File: config.mk
export PLATFORM = sky130hd
export DESIGN_NAME = rob_commit_ctrl_flat
export DESIGN_NICKNAME = d
export VERILOG_FILES = /design/src/rtl/rob_commit_ctrl_pkg.sv /design/src/rtl/rob_commit_ctrl_if.sv /design/src/rtl/rob_commit_ctrl.sv /design/src/flat_wrapper.sv
export SDC_FILE = /design/constraint.sdc
export NUM_CORES = 1
export LEC_CHECK = 0
export CORE_MARGIN = 3
export CORE_UTILIZATION = 40
export DETAILED_ROUTE_END_ITERATION = 10
export PLACE_DENSITY_LB_ADDON = 0.05
export REMOVE_ABC_BUFFERS = 1
export SYNTH_ARGS = -nofsm -noshare
export SYNTH_HDL_FRONTEND = slang
export SYNTH_SLANG_ARGS = --single-unit
File: constraint.sdc
create_clock -name clk -period 3.35 [get_ports clk]
set_input_delay 0.8375 -clock clk [delete_from_list [all_inputs] [get_ports clk]]
set_output_delay 0.8375 -clock clk [all_outputs]
set_load 0.01 [all_outputs]
File: src/rtl/rob_commit_ctrl_pkg.sv
// Shared types for the in-order retirement controller: head commit kinds and FSM states.
package rob_commit_ctrl_pkg;

  typedef enum logic [1:0] {
    CK_REG    = 2'd0,
    CK_STORE  = 2'd1,
    CK_BRANCH = 2'd2
  } commit_kind_t;

  typedef enum logic [1:0] {
    S_RUN     = 2'd0,
    S_ST_WAIT = 2'd1,
    S_FLUSH   = 2'd2
  } state_t;

  localparam int FLUSH_W = 4;

  function automatic logic is_mispredict(input logic br_en, input logic pred);
    return br_en != pred;
  endfunction

endpackage

File: src/rtl/rob_commit_ctrl_if.sv
// ROB-head / retirement bundle between the reorder buffer, register file, store path and CDB.
interface rob_commit_ctrl_if
  import rob_commit_ctrl_pkg::*;
#(
  parameter int CNT_W = 64
);
  logic               head_valid_i;
  logic               head_done_i;
  commit_kind_t       head_kind_i;
  logic               head_regf_we_i;
  logic [4:0]         head_rd_addr_i;
  logic [31:0]        head_rd_data_i;
  logic [3:0]         head_rob_idx_i;
  logic               head_br_en_i;
  logic               head_pred_i;
  logic [31:0]        head_pc_new_i;
  logic               commit_en_i;
  logic               st_ack_i;

  logic               dequeue_o;
  logic               regf_we_o;
  logic [4:0]         regf_rd_o;
  logic [31:0]        regf_data_o;
  logic [3:0]         regf_rob_idx_o;
  logic               st_req_o;
  logic [3:0]         st_rob_idx_o;
  logic               flush_o;
  logic [31:0]        redirect_pc_o;
  logic [CNT_W-1:0]   retired_cnt_o;
  logic               busy_o;

  modport slave (
    input  head_valid_i, head_done_i, head_kind_i, head_regf_we_i, head_rd_addr_i,
           head_rd_data_i, head_rob_idx_i, head_br_en_i, head_pred_i, head_pc_new_i,
           commit_en_i, st_ack_i,
    output dequeue_o, regf_we_o, regf_rd_o, regf_data_o, regf_rob_idx_o, st_req_o,
           st_rob_idx_o, flush_o, redirect_pc_o, retired_cnt_o, busy_o
  );

  modport master (
    output head_valid_i, head_done_i, head_kind_i, head_regf_we_i, head_rd_addr_i,
           head_rd_data_i, head_rob_idx_i, head_br_en_i, head_pred_i, head_pc_new_i,
           commit_en_i, st_ack_i,
    input  dequeue_o, regf_we_o, regf_rd_o, regf_data_o, regf_rob_idx_o, st_req_o,
           st_rob_idx_o, flush_o, redirect_pc_o, retired_cnt_o, busy_o
  );

endinterface

File: src/rtl/rob_commit_ctrl.sv
// In-order retirement of the ROB head: register writes, store handshake, mispredict flush.
// CNT_W must match the CNT_W of the connected rob_commit_ctrl_if.
//
// state     | meaning
// S_RUN     | inspect head each cycle, retire when ready
// S_ST_WAIT | store request outstanding, waiting for st_ack_i
// S_FLUSH   | post-mispredict recovery, counting down flush_cnt_q
module rob_commit_ctrl
  import rob_commit_ctrl_pkg::*;
#(
  parameter int FLUSH_CYCLES = 2,
  parameter int CNT_W        = 64
) (
  input  logic               clk,
  input  logic               rst,
  rob_commit_ctrl_if.slave   bus
);

  localparam logic [FLUSH_W-1:0] FLUSH_LOAD = FLUSH_W'(FLUSH_CYCLES - 1);

  state_t               state_q, state_d;
  logic [FLUSH_W-1:0]   flush_cnt_q, flush_cnt_d;
  logic [CNT_W-1:0]     retired_q;
  logic [3:0]           st_idx_q, st_idx_d;

  logic        ready;
  logic        deq, rwe, streq, flush, busy;
  logic [4:0]  rrd;
  logic [31:0] rdata, redir;
  logic [3:0]  ridx, stidx;

  assign ready = bus.head_valid_i & bus.head_done_i & bus.commit_en_i;

  always_comb begin
    state_d     = state_q;
    flush_cnt_d = flush_cnt_q;
    st_idx_d    = st_idx_q;
    deq         = 1'b0;
    rwe         = 1'b0;
    rrd         = '0;
    rdata       = '0;
    ridx        = '0;
    streq       = 1'b0;
    stidx       = '0;
    flush       = 1'b0;
    redir       = '0;
    busy        = 1'b0;
    // Outputs are forced quiet while reset is held, whatever the registered state.
    if (!rst) begin
      busy = (state_q != S_RUN);
      unique case (state_q)
        S_RUN: begin
          if (ready) begin
            if (bus.head_kind_i == CK_STORE) begin
              streq = 1'b1;
              stidx = bus.head_rob_idx_i;
              if (bus.st_ack_i) begin
                deq = 1'b1;
              end else begin
                st_idx_d = bus.head_rob_idx_i;
                state_d  = S_ST_WAIT;
              end
            end else if (bus.head_kind_i == CK_REG || bus.head_kind_i == CK_BRANCH) begin
              rwe = bus.head_regf_we_i & (bus.head_rd_addr_i != 5'd0);
              if (rwe) begin
                rrd   = bus.head_rd_addr_i;
                rdata = bus.head_rd_data_i;
                ridx  = bus.head_rob_idx_i;
              end
              // ROB advances its own head on flush, so a mispredict never dequeues.
              if (bus.head_kind_i == CK_BRANCH &&
                  is_mispredict(bus.head_br_en_i, bus.head_pred_i)) begin
                flush       = 1'b1;
                redir       = bus.head_pc_new_i;
                flush_cnt_d = FLUSH_LOAD;
                state_d     = S_FLUSH;
              end else begin
                deq = 1'b1;
              end
            end
          end
        end
        S_ST_WAIT: begin
          streq = 1'b1;
          stidx = st_idx_q;
          if (bus.st_ack_i) begin
            deq     = 1'b1;
            state_d = S_RUN;
          end
        end
        S_FLUSH: begin
          if (flush_cnt_q == '0) state_d = S_RUN;
          else                   flush_cnt_d = flush_cnt_q - 1'b1;
        end
        default: state_d = S_RUN;
      endcase
    end
  end

  always_ff @(posedge clk) begin
    if (rst) begin
      state_q     <= S_RUN;
      flush_cnt_q <= '0;
      retired_q   <= '0;
      st_idx_q    <= '0;
    end else begin
      state_q     <= state_d;
      flush_cnt_q <= flush_cnt_d;
      st_idx_q    <= st_idx_d;
      if (deq | flush) retired_q <= retired_q + 1'b1;
    end
  end

  assign bus.dequeue_o      = deq;
  assign bus.regf_we_o      = rwe;
  assign bus.regf_rd_o      = rrd;
  assign bus.regf_data_o    = rdata;
  assign bus.regf_rob_idx_o = ridx;
  assign bus.st_req_o       = streq;
  assign bus.st_rob_idx_o   = stidx;
  assign bus.flush_o        = flush;
  assign bus.redirect_pc_o  = redir;
  assign bus.retired_cnt_o  = retired_q;
  assign bus.busy_o         = busy;

endmodule
File: src/flat_wrapper.sv
// flat-port wrapper written by rule: the top's interface ports become plain ports
module rob_commit_ctrl_flat import rob_commit_ctrl_pkg::*;
#(
  parameter int FLUSH_CYCLES = 2,
  parameter int CNT_W        = 64
)
  (clk, rst, bus_head_valid_i, bus_head_done_i, bus_head_kind_i, bus_head_regf_we_i, bus_head_rd_addr_i, bus_head_rd_data_i, bus_head_rob_idx_i, bus_head_br_en_i, bus_head_pred_i, bus_head_pc_new_i, bus_commit_en_i, bus_st_ack_i, bus_dequeue_o, bus_regf_we_o, bus_regf_rd_o, bus_regf_data_o, bus_regf_rob_idx_o, bus_st_req_o, bus_st_rob_idx_o, bus_flush_o, bus_redirect_pc_o, bus_retired_cnt_o, bus_busy_o);
  rob_commit_ctrl_if #(.CNT_W(CNT_W)) bus_i ();
  input  logic clk;
  input  logic rst;
  input wire logic [$bits(bus_i.head_valid_i)-1:0] bus_head_valid_i;
  input wire logic [$bits(bus_i.head_done_i)-1:0] bus_head_done_i;
  input wire logic [$bits(bus_i.head_kind_i)-1:0] bus_head_kind_i;
  input wire logic [$bits(bus_i.head_regf_we_i)-1:0] bus_head_regf_we_i;
  input wire logic [$bits(bus_i.head_rd_addr_i)-1:0] bus_head_rd_addr_i;
  input wire logic [$bits(bus_i.head_rd_data_i)-1:0] bus_head_rd_data_i;
  input wire logic [$bits(bus_i.head_rob_idx_i)-1:0] bus_head_rob_idx_i;
  input wire logic [$bits(bus_i.head_br_en_i)-1:0] bus_head_br_en_i;
  input wire logic [$bits(bus_i.head_pred_i)-1:0] bus_head_pred_i;
  input wire logic [$bits(bus_i.head_pc_new_i)-1:0] bus_head_pc_new_i;
  input wire logic [$bits(bus_i.commit_en_i)-1:0] bus_commit_en_i;
  input wire logic [$bits(bus_i.st_ack_i)-1:0] bus_st_ack_i;
  output wire logic [$bits(bus_i.dequeue_o)-1:0] bus_dequeue_o;
  output wire logic [$bits(bus_i.regf_we_o)-1:0] bus_regf_we_o;
  output wire logic [$bits(bus_i.regf_rd_o)-1:0] bus_regf_rd_o;
  output wire logic [$bits(bus_i.regf_data_o)-1:0] bus_regf_data_o;
  output wire logic [$bits(bus_i.regf_rob_idx_o)-1:0] bus_regf_rob_idx_o;
  output wire logic [$bits(bus_i.st_req_o)-1:0] bus_st_req_o;
  output wire logic [$bits(bus_i.st_rob_idx_o)-1:0] bus_st_rob_idx_o;
  output wire logic [$bits(bus_i.flush_o)-1:0] bus_flush_o;
  output wire logic [$bits(bus_i.redirect_pc_o)-1:0] bus_redirect_pc_o;
  output wire logic [$bits(bus_i.retired_cnt_o)-1:0] bus_retired_cnt_o;
  output wire logic [$bits(bus_i.busy_o)-1:0] bus_busy_o;
  assign bus_i.head_valid_i = bus_head_valid_i;
  assign bus_i.head_done_i = bus_head_done_i;
  assign bus_i.head_kind_i = bus_head_kind_i;
  assign bus_i.head_regf_we_i = bus_head_regf_we_i;
  assign bus_i.head_rd_addr_i = bus_head_rd_addr_i;
  assign bus_i.head_rd_data_i = bus_head_rd_data_i;
  assign bus_i.head_rob_idx_i = bus_head_rob_idx_i;
  assign bus_i.head_br_en_i = bus_head_br_en_i;
  assign bus_i.head_pred_i = bus_head_pred_i;
  assign bus_i.head_pc_new_i = bus_head_pc_new_i;
  assign bus_i.commit_en_i = bus_commit_en_i;
  assign bus_i.st_ack_i = bus_st_ack_i;
  assign bus_dequeue_o = bus_i.dequeue_o;
  assign bus_regf_we_o = bus_i.regf_we_o;
  assign bus_regf_rd_o = bus_i.regf_rd_o;
  assign bus_regf_data_o = bus_i.regf_data_o;
  assign bus_regf_rob_idx_o = bus_i.regf_rob_idx_o;
  assign bus_st_req_o = bus_i.st_req_o;
  assign bus_st_rob_idx_o = bus_i.st_rob_idx_o;
  assign bus_flush_o = bus_i.flush_o;
  assign bus_redirect_pc_o = bus_i.redirect_pc_o;
  assign bus_retired_cnt_o = bus_i.retired_cnt_o;
  assign bus_busy_o = bus_i.busy_o;
  rob_commit_ctrl #(.FLUSH_CYCLES(FLUSH_CYCLES), .CNT_W(CNT_W)) u_core (.clk(clk), .rst(rst), .bus(bus_i));
endmodule
==> results of run 1 <==
==> area by class of cell <==
cell class                 count  area share
sequential                    74       0.208
clock inverter                 5      0.0111
multi-input combinational    435       0.378
clock buffer                  10      0.0193
inverter                      14     0.00737
timing repair buffer         265       0.353
tap                          136      0.0239
==> registers in the layout, summed over array words and instances (netlist names) <==
name and count:
u_core.st_idx_q 4, u_core.bus.retired_cnt_o 64, u_core.flush_cnt_q 4, u_core.state_q 2
==> final timing paths <==
kind,from,endpoint,cells after the start
max,bus_head_kind_i[0],bus_regf_data_o[25],7
min,u_core.bus.retired_cnt_o[46]$_SDFFE_PP0P_,u_core.bus.retired_cnt_o[46]$_SDFFE_PP0P_,2
max reg2reg,u_core.bus.retired_cnt_o[28]$_SDFFE_PP0P_,u_core.bus.retired_cnt_o[56]$_SDFFE_PP0P_,5
min reg2reg,u_core.bus.retired_cnt_o[46]$_SDFFE_PP0P_,u_core.bus.retired_cnt_o[46]$_SDFFE_PP0P_,2
==> logic make-up after synthesis <==
kind of cell    Yosys count  synth area share
fa+ha+maj                 2           0.00584
compound gates          118             0.173
xor+xnor                 26            0.0532
buf+inv                  45            0.0418
simple gates            284             0.368
mux                       5            0.0120
flops                    74             0.346
==> tightest hold or removal path, delay by kind of cell (launching register included) <==
kind	cells	cell delay [ns]
DFF	1	0.33
AOI/OAI and AO/OA	2	0.13
==> power groups by stage <==
stage / Combinational (µW) / Sequential [µW] / Clock (µW)
2_1_floorplan: 25.3 / 903 / 0
3_3_place_gp: 173 / 903 / 0
3_5_place_dp: 172 / 903 / 0
4_1_cts: 177 / 882 / 782
5_1_grt: 189 / 883 / 820
6_report: 178 / 883 / 767
==> metrics by stage <==
step           hold slack (ns)  utilization
3_5_place_dp             0.493        0.662
2_1_floorplan            0.457            -
4_1_cts                  0.503        0.688
3_3_place_gp             0.463        0.662
6_report                 0.500        0.687
5_1_grt                  0.531        0.687
==> metal layers <==
metal	vias up	GRT usage
met4	4	0.0828
met1	2387	0.317
li1	2479	-
met2	213	0.479
met5	-	0
met3	27	0.0693
==> synth_stat cells, drive strengths merged <==
cell type,count
or4,17
buf,6
nand3b,1
o2111ai,10
and3,4
a211oi,2
inv,14
xor2,20
a31oi,1
or3,23
ha,2
a22oi,4
or2,5
nand2b,4
nor2b,4
a21oi,43
o31ai,17
mux2i,4
o21ai,31
dfxtp,74
nand2,26
nor4,7
o211ai,7
clkbuf,25
a2111oi,3
or4b,1
nor2,59
nor3,15
and4,3
xnor2,6
and2,73
nand4,18
nand3,24
mux2,1
==> timing repair <==
item | CTS | global route
hold endpoints to repair | 0 | 0
resized for setup | 283 | 20
cloned | 5 | 0
pin swaps | 3 | 5
setup endpoints to repair | 81 | 64
hold buffers | 0 | 0
buffers inserted | 3 | 1
==> summary.md, run 1 <==
| Metric | Value |
|---|---|
| Status | completed |
| WL/cell | approximately 18 µm |
| H-Tree Depth | 3 |
| Post-Syn Area | ~0.0043 mm² |
| Pwr dens | approximately 260 mW/mm² |
| First-pass DRT Iterations | 5 |
| Maximum fanout along the worst path | 6 |
| CP Buf/Inv Count | 4 |
| Final setup TNS | 0 ns |
| Cell area after layout | 0.00713 mm² |
| ANT nets after route | 0 |
| Total power | 1830 µW |
| Synth top area share | 0.346 |
| CP required | about 2.5 ns |
| Most frequent cells in the layout | clkdlybuf4s50_1 (145), dfxtp_1 (74), and2_1 (64), nor2_1 (59), a21oi_1 (42) |
| Register bit total from synthesis | 74 |
| Fmax | 0.303 GHz |
| VDD IR-drop max | ~0.20 mV |
| Clock skew | about 0.0088 ns |
| DR WL met2 | around 8.3 mm |
| Die Width | 109 µm |
| Layout Cells excl Fill | 939 |
| Final Hold Vio Count | 0 |
| Clk pwr share | 0.420 |
| Area leader, netlist | dfxtp_1 |
| Synth warn | 0 |
| Mapped Cells | between 500 and 600 |
| Initial antenna violation count | 2 |
| DR WL met3 | ~1.4 mm |
| Synth area leaders | dfxtp_1 (35%), and2_1 (11%), nor2_1 (5.2%) |
| Share of post-route cells with drive strength above 1 | 0.186 |
| Grt ovf | 0 |
| Core area | roughly 0.010 mm² |
| Wire length of the first global-routing pass | approximately 25 mm |
| Row count | 37 |
| Post-Place Worst Slack | -0.713 ns |
| IO Port Bufs | 229 |
| Clk sinks | 74 |
| Most frequent CP cell | buf_6 |
| Routability congestion estimate | 0.839 |
| DPL Wire Length | approximately 12 mm |
| CP Cell Sequence | dlygate4sd2_1 > or4b_4 > a21oi_4 > buf_6 > buf_6 > and2_1 > buf_2 |
| CP arrival | approximately 2.5 ns |
| CP startpoint kind | input port |
| Residual DRC count | 0 |
| Via Count | ~5000 |
| Die Ht | 109 µm |
| CTS Root Cell | clkbuf_8 |
| Hold Crit Class | reg -> reg |
| Top Family by Delay on Critical Path | simple AND/OR/NAND/NOR gates |
| DR iter-0 viols | approximately 290 |
| Flop-to-flop setup slack | roughly 0.75 ns |
| Setup CP Type | in -> out |
| Rel. slew slack | 0.339 |
| LEAKAGE | 0.00256 µW |
| WL met1 | ~6.6 mm |
| Synth unique cells | 43 |
| Power share of the combinational group | 0.097 |
| Tightest Pin Transition | 0.984 ns |
| # Max-Cap Violations | 0 |
| Placed instance area | roughly 0.007 mm² |
| Total wire length | 16.7 mm |
| Vias/cell | between 5 and 6 |
| NetSw | between 300 and 400 µW |
| Slowest CP cell | or4b_4 |
| Mean area per synthesized cell | around 7.7 µm² |
| Ports | between 200 and 250 |
| Synth-to-Final Area Change | 66.4% |
| Fill cell count | between 800 and 900 |
| Vias in the first global route | between 4000 and 5000 |
| Leading cell type in the layout, fill and taps excluded | clkdlybuf4s50_1 |
| Setup violators final | 0 |
| Sequential Power Share | 0.483 |
| Ant. Diodes | 0 |
| CTS tree | built |
| CP endpoint kind | primary output |
| Inst Count DP | approximately 920 |
| Clock-pin slew on the worst setup and hold paths | ~0.08 ns |
| Final Critical Period | approximately 3.3 ns |
| Initial Util | 0.413 |
| Sw frac | 0.218 |
| Slack of the critical path | between 0.04 and 0.05 ns |
| Largest net degree at the start of global routing | 64 |
| RSZ-0062 raised after global routing | no |
| Gr usage total | 0.269 |
| Post-synthesis sequential area ratio | 0.346 |
| Tcrit/Tclk final | 0.986 |
| Top Metal Used | met5 |
| Multi-input combinational cell area | ~0.0027 mm² |
| Crit-path max cell delay | around 0.58 ns |
| Power Internal | between 1000 and 1500 µW |
| Nets | about 890 |
| Cts bufs inserted | 9 |
| Max clock buf depth | 2 |
| Register area | approximately 0.0015 mm² |
| Die area | roughly 0.012 mm² |
| Clk Latency, worst-skew pair | roughly 0.35 ns |
| Final Slew Violations | 0 |
Power figures use the tool's default switching activity.
==> run 2: changes to the inputs <==
Settings changed: CORE_MARGIN 3 to not set.
==> run 2 against run 1 <==
Effect of this change: global-route usage increased by 1.6 points; sequential share of layout area increased by 0.20 points; via count about the same; combinational power increased by 3%; die area decreased by 7.2%; count of clock-buffer cells in the layout decreased by 1; final cell count increased by 0.43%; setup slack improved by 0.0056 ns; utilization decreased by 0.65 points; critical endpoint is now bus_redirect_pc_o[20].
==> summary.md, run 2 (synthesized netlist as in run 1, its figures left out) <==
| Metric | Value |
|---|---|
| Rel. slew slack | 0.355 (+0.0158) |
| RSZ-0062 raised after global routing | no |
| Die Ht | 105 µm (-3.7%) |
| Sw frac | 0.242 (+0.0245) |
| Final Critical Period | 3.30 ns (-0.00558 ns) |
| CP Buf/Inv Count | 4 (unchanged) |
| Via Count | 5109 (-0.020%) |
| Synth-to-Final Area Change | 64.8% |
| Reg-to-Reg Start | u_core.bus.retired_cnt_o[40]$_SDFFE_PP0P_ |
| Hold path endpoint | u_core.bus.retired_cnt_o[63]$_SDFFE_PP0P_ |
| Die area | 0.0111 mm² (-7.2%) |
| Clk pwr share | 0.401 (-0.019) |
| CTS Hold Bufs | 0 (unchanged) |
| Grt ovf | 0 (unchanged) |
| Power Internal | 1350 µW (-5.7%) |
| Pwr dens | 252 mW/mm² (-1.7%) |
| Initial antenna violation count | 0 (-2) |
| Fill cell count | 915 (+6.3%) |
| Vias/cell | 5.42 (-0.44%) |
| CP Cell Sequence | clkdlybuf4s50_1 > nand2b_1 > or2_4 > nor3_4 > buf_6 > buf_12 > and2_1 > clkdlybuf4s15_2 |
| Tightest Pin Transition | 0.961 ns (-0.0236 ns) |
| Final Slew Violations | 0 (unchanged) |
| CP endpoint kind | primary output |
| Power share of the combinational group | 0.103 (+0.006) |
| Max FFs per register | 64 (unchanged) |
| Clock skew | 0.00934 ns (+0.000503 ns) |
| Multi-input combinational cell area | 0.00270 mm² (about the same) |
| Core area | 0.0104 mm² (unchanged) |
| First-pass DRT Iterations | 5 (unchanged) |
| Routability congestion estimate | 0.910 (+8.5%) |
| Total wire length | 16.4 mm (-1.6%) |
| Nets | 888 (+0.34%) |
| Status | completed |
| VDD IR-drop max | 0.191 mV (-3.7%) |
| Gr usage total | 0.286 (+0.0165) |
| Residual DRC count | 0 (unchanged) |
| Row count | 37 (unchanged) |
| DR iter-0 viols | 222 (-24%) |
| Setup CP Type | in -> out |
| Top Family by Delay on Critical Path | buffers and inverters |
| CP startpoint kind | input port |
| HP Start | u_core.bus.retired_cnt_o[63]$_SDFFE_PP0P_ |
| Final Hold Vio Count | 0 (unchanged) |
| Initial Util | 0.413 (unchanged) |
| Clk sinks | 74 (unchanged) |
| DPL Wire Length | 12.0 mm (-2.8%) |
| H-Tree Depth | 3 (unchanged) |
| CTS Root Cell | clkbuf_8 |
| Sequential Power Share | 0.496 (+0.013) |
| CTS tree | built |
| Flop-to-flop setup slack | 0.69 ns (-0.06 ns) |
| Most frequent cells in the layout | clkdlybuf4s50_1 (146), dfxtp_1 (74), and2_1 (63), nor2_1 (59), a21oi_1 (42) |
| Cell area after layout | 0.00706 mm² (-0.95%) |
| ANT nets after route | 0 (unchanged) |
| Slowest CP cell | clkdlybuf4s50_1 |
| # Max-Cap Violations | 0 (unchanged) |
| Ports | 230 (unchanged) |
| Share of post-route cells with drive strength above 1 | 0.198 (+0.0127) |
| CP arrival | 2.46 ns (about the same) |
| Clk Latency, worst-skew pair | 0.35 ns (about the same) |
| Worst R2R End | u_core.bus.retired_cnt_o[56]$_SDFFE_PP0P_ |
| Ant. Diodes | 0 (unchanged) |
| Setup violators final | 0 (unchanged) |
| LEAKAGE | 0.00260 µW (+1.6%) |
| Tcrit/Tclk final | 0.985 (-0.00167) |
| Leading cell type in the layout, fill and taps excluded | clkdlybuf4s50_1 |
| NetSw | 431 µW (+8.3%) |
| Die Width | 105 µm (-3.7%) |
| WL/cell | 17.4 µm (-2.0%) |
| CP required | 2.51 ns (about the same) |
| Crit-path max cell delay | 0.50 ns (-0.08 ns) |
| Largest net degree at the start of global routing | 62 (-3.1%) |
| Slack of the critical path | 0.0518 ns (+0.00558 ns) |
| Wire length of the first global-routing pass | 25.0 mm (-1.0%) |
| Max clock buf depth | 2 (unchanged) |
| R2r worst-path depth | 5 (unchanged) |
| Worst Hold Depth | 2 (unchanged) |
| Hold Crit Class | reg -> reg |
| Placed instance area | 0.00690 mm² (+0.58%) |
| Vias in the first global route | 4715 (-1.3%) |
| Maximum fanout along the worst path | 15 (+9) |
| Fmax | 0.303 GHz (+0.17%) |
| IO Port Bufs | 229 (unchanged) |
| Clock-pin slew on the worst setup and hold paths | 0.08 ns (about the same) |
| Register area | 0.00148 mm² (unchanged) |
| Post-Place Worst Slack | -0.732 ns (-0.0197 ns) |
| Cts bufs inserted | 9 (unchanged) |
run 2: cell count changes in the layout (fill, tap and decap cells not counted), sizes merged:
cell           before  now
clkbuf             13   31
inv                14   15
bufinv              2    1
clkdlybuf4s50     145  146
clkdlybuf4s15      31    5
dlygate4sd2         4    3
clkinvlp            0    2
dlymetal6s2s        4    3
buf                78   89
run 2: cell type report:
cell class | instances | share of cell area
clock buffers | 9 | 0.0175
flip-flops and latches | 74 | 0.210
multi-input cells | 435 | 0.382
inverters | 14 | 0.00744
repair buffers | 268 | 0.348
well taps | 136 | 0.0241
clock inverters | 7 | 0.0112
run 2: tightest hold or removal path, stage by stage (launching register included):
cell	delay (ns)
dfxtp_1	0.32
o31ai_1	0.06
a21oi_1	0.06
run 2: how the worst max path moves through the flow:
| stage | from | end | slack (ns) | cells past startpoint |
|---|---|---|---|---|
| after detailed placement | bus_commit_en_i | bus_regf_data_o[0] | -0.73 | 8 |
| after floorplan | bus_commit_en_i | bus_regf_data_o[0] | -0.48 | 5 |
| after global routing | bus_head_kind_i[1] | bus_redirect_pc_o[20] | 0.0003 | 8 |
| after CTS | bus_head_kind_i[1] | bus_redirect_pc_o[24] | 0.001 | 8 |
| final | bus_head_kind_i[1] | bus_redirect_pc_o[20] | 0.05 | 8 |
| after global placement | bus_commit_en_i | bus_regf_data_o[16] | -0.70 | 8 |
run 2: power groups by stage:
stage	Combinational, µW	Clock (µW)	Sequential (µW)
finish	183	715	882
global route	193	768	883
CTS	176	721	882
detailed placement	173	0	903
global placement	175	0	903
floorplan	25.3	0	903
run 2: timing repair:
action | CTS | global route
buffers inserted | 3 | 1
gates cloned | 3 | 2
pin swaps | 2 | 2
endpoints found under the setup margin | 81 | 67
gates resized for setup | 268 | 52
run 2: stage by stage:
stage / TNS, ns / utilization / total power [µW] / cells / hold WS, ns
4_1_cts: 0 / 0.678 / 1780 / 940 / 0.490
3_3_place_gp: -43.52 / 0.666 / 1080 / 918 / 0.462
2_1_floorplan: -29.62 / - / 929 / 523 / 0.457
6_report: 0 / 0.681 / 1780 / 943 / 0.489
3_5_place_dp: -44.18 / 0.666 / 1080 / 918 / 0.479
5_1_grt: 0 / 0.681 / 1840 / 943 / 0.525
run 2: metal layers:
metal,up-vias,GRT usage,share of wire
met4,0,0.0915,0.025
li1,2485,-,-
met1,2433,0.350,0.41
met3,23,0.0705,0.066
met2,168,0.490,0.50
met5,-,0,0
